==> src/rtl/apb_uart_rx.sv <==
// APB-mapped 8N1 UART receiver with a power-of-two byte FIFO.
// Sticky overrun/frame-error flags; int_out stays high while the FIFO holds data.
module apb_uart_rx #(
  parameter int BUS_WIDTH    = 16,
  parameter int DATA_WIDTH   = 16,
  parameter int ADDR_EXP     = 4,
  parameter int CLKS_PER_BIT = 16
) (
  input  logic                  clk,
  input  logic                  reset,
  input  logic [BUS_WIDTH-1:0]  S_PADDR,
  input  logic                  S_PWRITE,
  input  logic                  S_PSELx,
  input  logic                  S_PENABLE,
  input  logic [DATA_WIDTH-1:0] S_PWDATA,
  output logic [DATA_WIDTH-1:0] S_PRDATA,
  output logic                  S_PREADY,
  input  logic                  rx_wire,
  output logic                  int_out
);

  localparam int DEPTH = 1 << ADDR_EXP;
  localparam int CNT_W = $clog2(CLKS_PER_BIT);
  localparam logic [CNT_W-1:0]  HALF_M1   = CNT_W'(CLKS_PER_BIT / 2 - 1);
  localparam logic [CNT_W-1:0]  FULL_M1   = CNT_W'(CLKS_PER_BIT - 1);
  localparam logic [ADDR_EXP:0] DEPTH_CNT = (ADDR_EXP + 1)'(DEPTH);

  typedef enum logic [2:0] {
    ST_IDLE,
    ST_START,
    ST_DATA,
    ST_STOP,
    ST_WAIT_HIGH
  } rx_state_t;

  logic                rx_p0;
  logic                rx_p1;
  logic                rx_s;

  rx_state_t           state;
  rx_state_t           state_nxt;
  logic [CNT_W-1:0]    clk_cnt;
  logic [2:0]          bit_cnt;
  logic [7:0]          rx_byte;

  logic                cnt_clr;
  logic                cnt_inc;
  logic                bit_clr;
  logic                bit_inc;
  logic                shift_en;
  logic                push_req;
  logic                frame_set;

  logic [7:0]          mem [DEPTH];
  logic [ADDR_EXP-1:0] wr_ptr;
  logic [ADDR_EXP-1:0] rd_ptr;
  logic [ADDR_EXP:0]   count;
  logic                empty;
  logic                full;
  logic                push;
  logic                pop;
  logic                ovr_set;

  logic                overrun;
  logic                frame_err;

  logic                apb_access;
  logic                rd_data;
  logic                wr_status;
  logic                clr_frame;
  logic                clr_ovr;
  logic [7:0]          head;
  logic [DATA_WIDTH-1:0] rd_word;
  logic                unused_bits;

  // Stage p0/p1: two-flop synchronizer; idles high so reset never fakes a start bit
  always_ff @(posedge clk) begin
    if (reset) begin
      rx_p0 <= 1'b1;
      rx_p1 <= 1'b1;
    end else begin
      rx_p0 <= rx_wire;
      rx_p1 <= rx_p0;
    end
  end

  assign rx_s = rx_p1;

  // Receiver FSM: state register
  always_ff @(posedge clk) begin
    if (reset) begin
      state <= ST_IDLE;
    end else begin
      state <= state_nxt;
    end
  end

  always_comb begin
    state_nxt = state;
    cnt_clr   = 1'b0;
    cnt_inc   = 1'b0;
    bit_clr   = 1'b0;
    bit_inc   = 1'b0;
    shift_en  = 1'b0;
    push_req  = 1'b0;
    frame_set = 1'b0;
    case (state)
      ST_IDLE: begin
        cnt_clr = 1'b1;
        if (!rx_s) begin
          state_nxt = ST_START;
          bit_clr   = 1'b1;
        end
      end
      ST_START: begin
        if (clk_cnt == HALF_M1) begin
          cnt_clr   = 1'b1;
          // A line already back high at mid start bit is a glitch, not a frame
          state_nxt = rx_s ? ST_IDLE : ST_DATA;
        end else begin
          cnt_inc = 1'b1;
        end
      end
      ST_DATA: begin
        if (clk_cnt == FULL_M1) begin
          cnt_clr  = 1'b1;
          shift_en = 1'b1;
          bit_inc  = 1'b1;
          if (bit_cnt == 3'd7) begin
            state_nxt = ST_STOP;
          end
        end else begin
          cnt_inc = 1'b1;
        end
      end
      ST_STOP: begin
        if (clk_cnt == FULL_M1) begin
          cnt_clr = 1'b1;
          if (rx_s) begin
            push_req  = 1'b1;
            state_nxt = ST_IDLE;
          end else begin
            frame_set = 1'b1;
            state_nxt = ST_WAIT_HIGH;
          end
        end else begin
          cnt_inc = 1'b1;
        end
      end
      ST_WAIT_HIGH: begin
        cnt_clr = 1'b1;
        if (rx_s) begin
          state_nxt = ST_IDLE;
        end
      end
      default: begin
        state_nxt = ST_IDLE;
      end
    endcase
  end

  always_ff @(posedge clk) begin
    if (reset) begin
      clk_cnt <= '0;
      bit_cnt <= '0;
    end else begin
      if (cnt_clr) begin
        clk_cnt <= '0;
      end else if (cnt_inc) begin
        clk_cnt <= clk_cnt + 1'b1;
      end
      if (bit_clr) begin
        bit_cnt <= '0;
      end else if (bit_inc) begin
        bit_cnt <= bit_cnt + 1'b1;
      end
    end
  end

  // LSB arrives first, so shift in from the top
  always_ff @(posedge clk) begin
    if (shift_en) begin
      rx_byte <= {rx_s, rx_byte[7:1]};
    end
  end

  // FIFO: a pop in the same cycle frees the slot a full-FIFO push needs
  assign empty   = (count == '0);
  assign full    = (count == DEPTH_CNT);
  assign pop     = rd_data & !empty;
  assign push    = push_req & (!full | pop);
  assign ovr_set = push_req & full & !pop;

  always_ff @(posedge clk) begin
    if (reset) begin
      wr_ptr <= '0;
      rd_ptr <= '0;
      count  <= '0;
    end else begin
      if (push) begin
        wr_ptr <= wr_ptr + 1'b1;
      end
      if (pop) begin
        rd_ptr <= rd_ptr + 1'b1;
      end
      case ({push, pop})
        2'b10:   count <= count + 1'b1;
        2'b01:   count <= count - 1'b1;
        default: count <= count;
      endcase
    end
  end

  always_ff @(posedge clk) begin
    if (push) begin
      mem[wr_ptr] <= rx_byte;
    end
  end

  assign head    = empty ? 8'h00 : mem[rd_ptr];
  assign int_out = !empty;

  // Sticky flags: a new event wins over a coincident clear
  always_ff @(posedge clk) begin
    if (reset) begin
      overrun   <= 1'b0;
      frame_err <= 1'b0;
    end else begin
      overrun   <= ovr_set | (overrun & !clr_ovr);
      frame_err <= frame_set | (frame_err & !clr_frame);
    end
  end

  // APB slave: zero wait states, read data gated to the access phase
  assign apb_access = S_PSELx & S_PENABLE;
  assign S_PREADY   = apb_access;
  assign rd_data    = apb_access & !S_PWRITE & (S_PADDR[1:0] == 2'd0);
  assign wr_status  = apb_access & S_PWRITE & (S_PADDR[1:0] == 2'd1);
  assign clr_frame  = wr_status & S_PWDATA[2];
  assign clr_ovr    = wr_status & S_PWDATA[3];

  always_comb begin
    rd_word = '0;
    case (S_PADDR[1:0])
      2'd0:    rd_word[7:0]        = head;
      2'd1:    rd_word[3:0]        = {overrun, frame_err, full, empty};
      2'd2:    rd_word[ADDR_EXP:0] = count;
      default: rd_word             = '0;
    endcase
  end

  assign S_PRDATA = S_PREADY ? rd_word : '0;

  assign unused_bits = ^{S_PADDR[BUS_WIDTH-1:2], S_PWDATA[DATA_WIDTH-1:4], S_PWDATA[1:0]};

endmodule

==> config.mk <==
export PLATFORM = sky130hd
export DESIGN_NAME = apb_uart_rx
export DESIGN_NICKNAME = d
export VERILOG_FILES = /design/src/rtl/apb_uart_rx.sv
export SDC_FILE = /design/constraint.sdc
export NUM_CORES = 1
export LEC_CHECK = 0
export BUFFER_PORTS_ARGS = -buffer_cell sky130_fd_sc_hd__clkbuf_2
export CORE_ASPECT_RATIO = 0.6
export CORE_MARGIN = 1.5
export CORE_UTILIZATION = 30
export DETAILED_ROUTE_END_ITERATION = 12
export GPL_TIMING_DRIVEN = 1
export PLACE_DENSITY = 0.5
export SLEW_MARGIN = 10
export SYNTH_ARGS = -nofsm -noshare
export SYNTH_HDL_FRONTEND = slang
export SYNTH_SLANG_ARGS = --single-unit
==> constraint.sdc <==
create_clock -name clk -period 8.72 [get_ports clk]
set_clock_uncertainty 0.15 [all_clocks]
set_input_delay 0.872 -clock clk [delete_from_list [all_inputs] [get_ports clk]]
set_output_delay 0.872 -clock clk [all_outputs]
set_load 0.03 [all_outputs]
# Yosys cells after proc, flatten, opt, wreduce, memory -nomap -nowiden
# Memory sizes are Yosys's and may differ from the RTL's. A register that Yosys moved wholly into a read port is not among the register bits.
# Cells that the tools add are included.
dict set report totals {
  regBits 35
  ram_bits 128
  out_inout_bits 18
  word_cells 100
  memories 1
}
# memory words width rd rd_clocked_by_memory_dff write_ports line
set memory_table {}
lappend memory_table {mem 16 8 1 1 1 54} ;# logic [7:0] mem [DEPTH];
dict set report classes {
  add_sub_neg 6
  eq_ne 18
  mux 33
  bitwise 16
  n_reduce_logical 15
}
# op n
set op_table {}
lappend op_table {{$mux 3} 8}
lappend op_table {{$mux 8} 2}
lappend op_table {{$pmux 3 s5} 1}
lappend op_table {{$mux 1} 14}
lappend op_table {{$and 1x1->1} 13}
lappend op_table {{$add 4x1->4 const B} 3}
lappend op_table {{$ne 2x2->1 const B} 6}
lappend op_table {{$pmux 4 s3} 1}
lappend op_table {{$pmux 5 s2} 1}
lappend op_table {{$mux 4} 2}
lappend op_table {{$reduce_or 2->1} 4}
lappend op_table {{$eq 3x2->1 const B} 2}
lappend op_table {{$eq 3x3->1 const B} 2}
lappend op_table {{$logic_not 1->1} 6}
lappend op_table {{$reduce_and 6->1} 1}
lappend op_table {{$add 5x1->5 const B} 1}
lappend op_table {{$eq 5x5->1 const B} 1}
lappend op_table {{$logic_not 5->1} 1}
lappend op_table {{$sub 5x1->5 const B} 1}
lappend op_table {{$eq 2x1->1 const B} 2}
lappend op_table {{$eq 2x2->1 const B} 2}
lappend op_table {{$eq 4x3->1 const B} 1}
lappend op_table {{$eq 4x4->1 const B} 1}
lappend op_table {{$pmux 1 s2} 2}
lappend op_table {{8 further kinds} 10}

# Depth between registers and ports, before layout
dict set report depth {
  word_depth 8
  ltp_mapped 10
  ltp_nobuf 9
}

# Worst setup path before layout
# OpenSTA, ideal clock, no wires.
dict set report synth_path {
  path_kind {input to register}
  start {input S_PADDR[1]}
  end {register count[4]}
  arrival_ns 3.131
  slack_ns 5.318
  path_stages 8
  path_buffers 0
  path_cell_list {or2_2 a2111oi_2 nand2b_1 xnor2_1 ha_1 o31a_2 o32ai_1 mux2_2}
}
dict set report synth_between {
  elab_chain_cells 7
  word_cells_on_any_way 9
  cone_classes {eq/ne (2); mux (1); bitwise (4); reduce/logical (2)}
}
# element line
set synth_lines {}
lappend synth_lines {{from (decl)} 11} ;# input logic [BUS_WIDTH-1:0] S_PADDR,
lappend synth_lines {{$logic_not 2->1 (*)} 237} ;# assign rd_data = apb_access & !S_PWRITE & (S_PADDR[1:0] == 2'd0);
lappend synth_lines {{$and 1x1->1 (*)} 237}
lappend synth_lines {{$and 1x1->1 (*)} 190} ;# assign pop = rd_data & !empty;
lappend synth_lines {{$or 1x1->1} 191} ;# assign push = push_req & (!full | pop);
lappend synth_lines {{$and 1x1->1} 191}
lappend synth_lines {{$eq 2x1->1 / $eq 2x2->1 (equally long branches)} 206} ;# case ({push, pop})
lappend synth_lines {{$pmux 5 s2 / $reduce_bool 2->1 (equally long branches)} n/a}
lappend synth_lines {{to (signal assigned)} 207} ;# 2'b10: count <= count + 1'b1;
lappend synth_lines {{to (signal assigned)} 208} ;# 2'b01: count <= count - 1'b1;
lappend synth_lines {{to (signal assigned)} 209} ;# default: count <= count;
lappend synth_lines {{to (decl)} 57} ;# logic [ADDR_EXP:0] count;
# Mark *: on every way between the ends. The rest lies on a longest branch, timed or not.
# A chain may end at the register's enable or synchronous reset.

==> out/metrics.yaml <==
port_buffers: 19
hold_viol_final: 0
ys_seq_elements: 167
cts_resized: 0
wire_per_inst_um: 20.37
slew_headroom_pct: 19.90
synth_area_leaders: "edfxtp_1 59%, mux4_2 12%, dfxtp_1 9.0%"
viasPerCell: 4.927
clock-sinks: 167
cts_hold_buf: 0
synthTopCellsByCount: "136 x edfxtp_1, 36 x mux4_2, 36 x nor2_1"
maxCapViolations: 0
insertion_delay_ns: 0.42
yosysMostFrequentCell: "edfxtp_1"
drv_slew: 0
synth_top_area_cell: "edfxtp_1"
place_ws_ns: 4.786
top_usage_layer: "met1"
hold_class: "reg -> reg"
cp-end-kind: "output pin"
grt_overflow: 0
final_area_um2: 7834
routabilityCongestion: 0.8114
worstSetupPathType: "reg -> out"
antenna_found_initial: 0
n_antenna_cell: 0
syn-cell-area_um2: 6902
clkTransAtPathRegs_ns: 0.07
vdd_ir_drop_max_mv: 0.1270
h-tree-depth: 4
dieArea_um2: 23950
core_um2: 22280
setup_viol: 0
grt_pass1_vias: 3624
max_freq_mhz: 251.2
timing.final.ws_setup_ns: 4.739
area_growth_pct: 13.51
placedCellCount: 731
fin_setup_tns_ns: 0
postCtsSetupBuffers: 0
fin_nets: 490
ff2ff_setup_slack_ns: 5.40
cts_buffers: 17
arrival_ns: 2.96
finalCritPeriodShare_pct: 45.66
worst_slew_pin_slew_ns: 1.197
grtUsageMet1_pct: 20.73
fp-row-count: 42
first_iter_violations: 302
finalNonFillerCells: 763
use_met3_pct: 5.272
drc: 0
critPathLaunchType: "flop"
yosysSeqAreaShare_pct: 68.17
avgSynthCellArea_um2: 16.39
synth_edf_count: 136
cts_buffer_depth: 2
drive_above_1_share_pct: 23.74
first_pass_iters: 4
grtUsageMet2_pct: 18.27
final_util_pct: 35.16
die_x_um: 198.8
ys.flop_type: "edfxtp_1"
die_h_um: 120.5
cts_tree: "yes"
hold_ws_ns: 0.2632
synth.distinct_cells: 56
period_needed_ns: 3.981
dp_hpwl_um: 10090
async_flop_share_pct: 0
initial_utilization_pct: 30.97
wirelength_um: 15540
grt_pass1_wl_um: 23100
status: "finished, final reports clean"
dpl_cell_area_um2: 7258
ant_nets: 0
io-pin-count: 56
power-per-cell-area_nw_per_um2: 204.0
rsz0062_at_grt: "false"
grt_max_degree: 27
path_max_fanout: 26
cts_root_buf: "clkbuf_16"
synth_top_area_share_pct: 59.17
leakagePower_nw: 2.481
grtUsageTotal_pct: 13.69
required_ns: 7.70
yosys_warnings: 0
finalPower_mw: 1.598
synthCells: 421
vias: 3759
-- power breakdown --
part | switching [mW] | internal (mW)
Clock | 0.330 | 0.401
Combinational | 0.0121 | 0.00396
Sequential | 0.000964 | 0.850
-- flip-flops by register name, summed over array words and instances, names as in the netlist, named ones only --
register / flops
frame_err: 1
rd_ptr: 4
wr_ptr: 4
rx_byte: 8
state: 3
clk_cnt: 4
rx_p0: 1
mem: 128
count: 5
overrun: 1
bit_cnt: 3
rx_p1: 1
-- per-layer routing --
| layer | wire [um] | vias up |
|---|---|---|
| met3 | 1532 | 6 |
| met1 | 7544 | 1962 |
| met2 | 6418 | 117 |
| met4 | 44 | 0 |
| li1 | - | 1674 |
| met5 | 0 | - |
-- worst paths after layout --
check        depth (start not counted)             startpoint                     to
max reg2reg                          8  count[2]$_SDFFE_PP0P_  count[4]$_SDFFE_PP0P_
min reg2reg                          1       rx_p0$_SDFF_PP1_       rx_p1$_SDFF_PP1_
min                                  1       rx_p0$_SDFF_PP1_       rx_p1$_SDFF_PP1_
max                                  5                   flop            S_PRDATA[4]
-- cells in the final DEF (no fill, tap or decap), drive strengths merged, types with 4 or more instances in the layout --
cell      netlist  final
nor2           36     36
conb            1      8
clkinv          0      5
edfxtp        136    136
nand2          19     19
a211oi          9      9
a21oi          15     15
clkinvlp        0      4
xor2            4      4
a22oi           4      4
or2             4      4
mux2i           7      7
nor3           10     10
ha             10     10
nand3           6      6
xnor2           5      5
clkbuf          9     37
dfxtp          31     31
mux4           36     36
nor2b           8      8
inv            12     16
-- critical path, stage by stage, from the launching register on --
cell,delay [ns]
dfxtp_2,1.02
mux4_2,0.62
mux4_2,0.51
inv_1,0.09
o22ai_1,0.07
clkbuf_2,0.19
-- layout make-up --
cell class / count / area, um2
tap: 308 / 385.4
sequential: 167 / 4707
multi-input combinational: 222 / 2003
fill: 2147 / 14450
clock buffer: 18 / 429.2
clock inverter: 14 / 146.4
timing repair buffer: 22 / 117.6
inverter: 12 / 45.04
-- cell families after synthesis --
| logic type | after synthesis | synth area share [%] |
|---|---|---|
| AND/OR/NAND/NOR | 102 | 7.342 |
| buffers and inverters | 39 | 3.336 |
| flip-flops | 167 | 68.17 |
| adder cells (fa/ha/maj) | 10 | 1.813 |
| XOR/XNOR | 9 | 1.142 |
| AO/OA/AOI/OAI | 48 | 5.058 |
| other | 1 | 0.05434 |
| multiplexers | 45 | 13.09 |
Note: power is estimated with default switching activity, not from simulation.
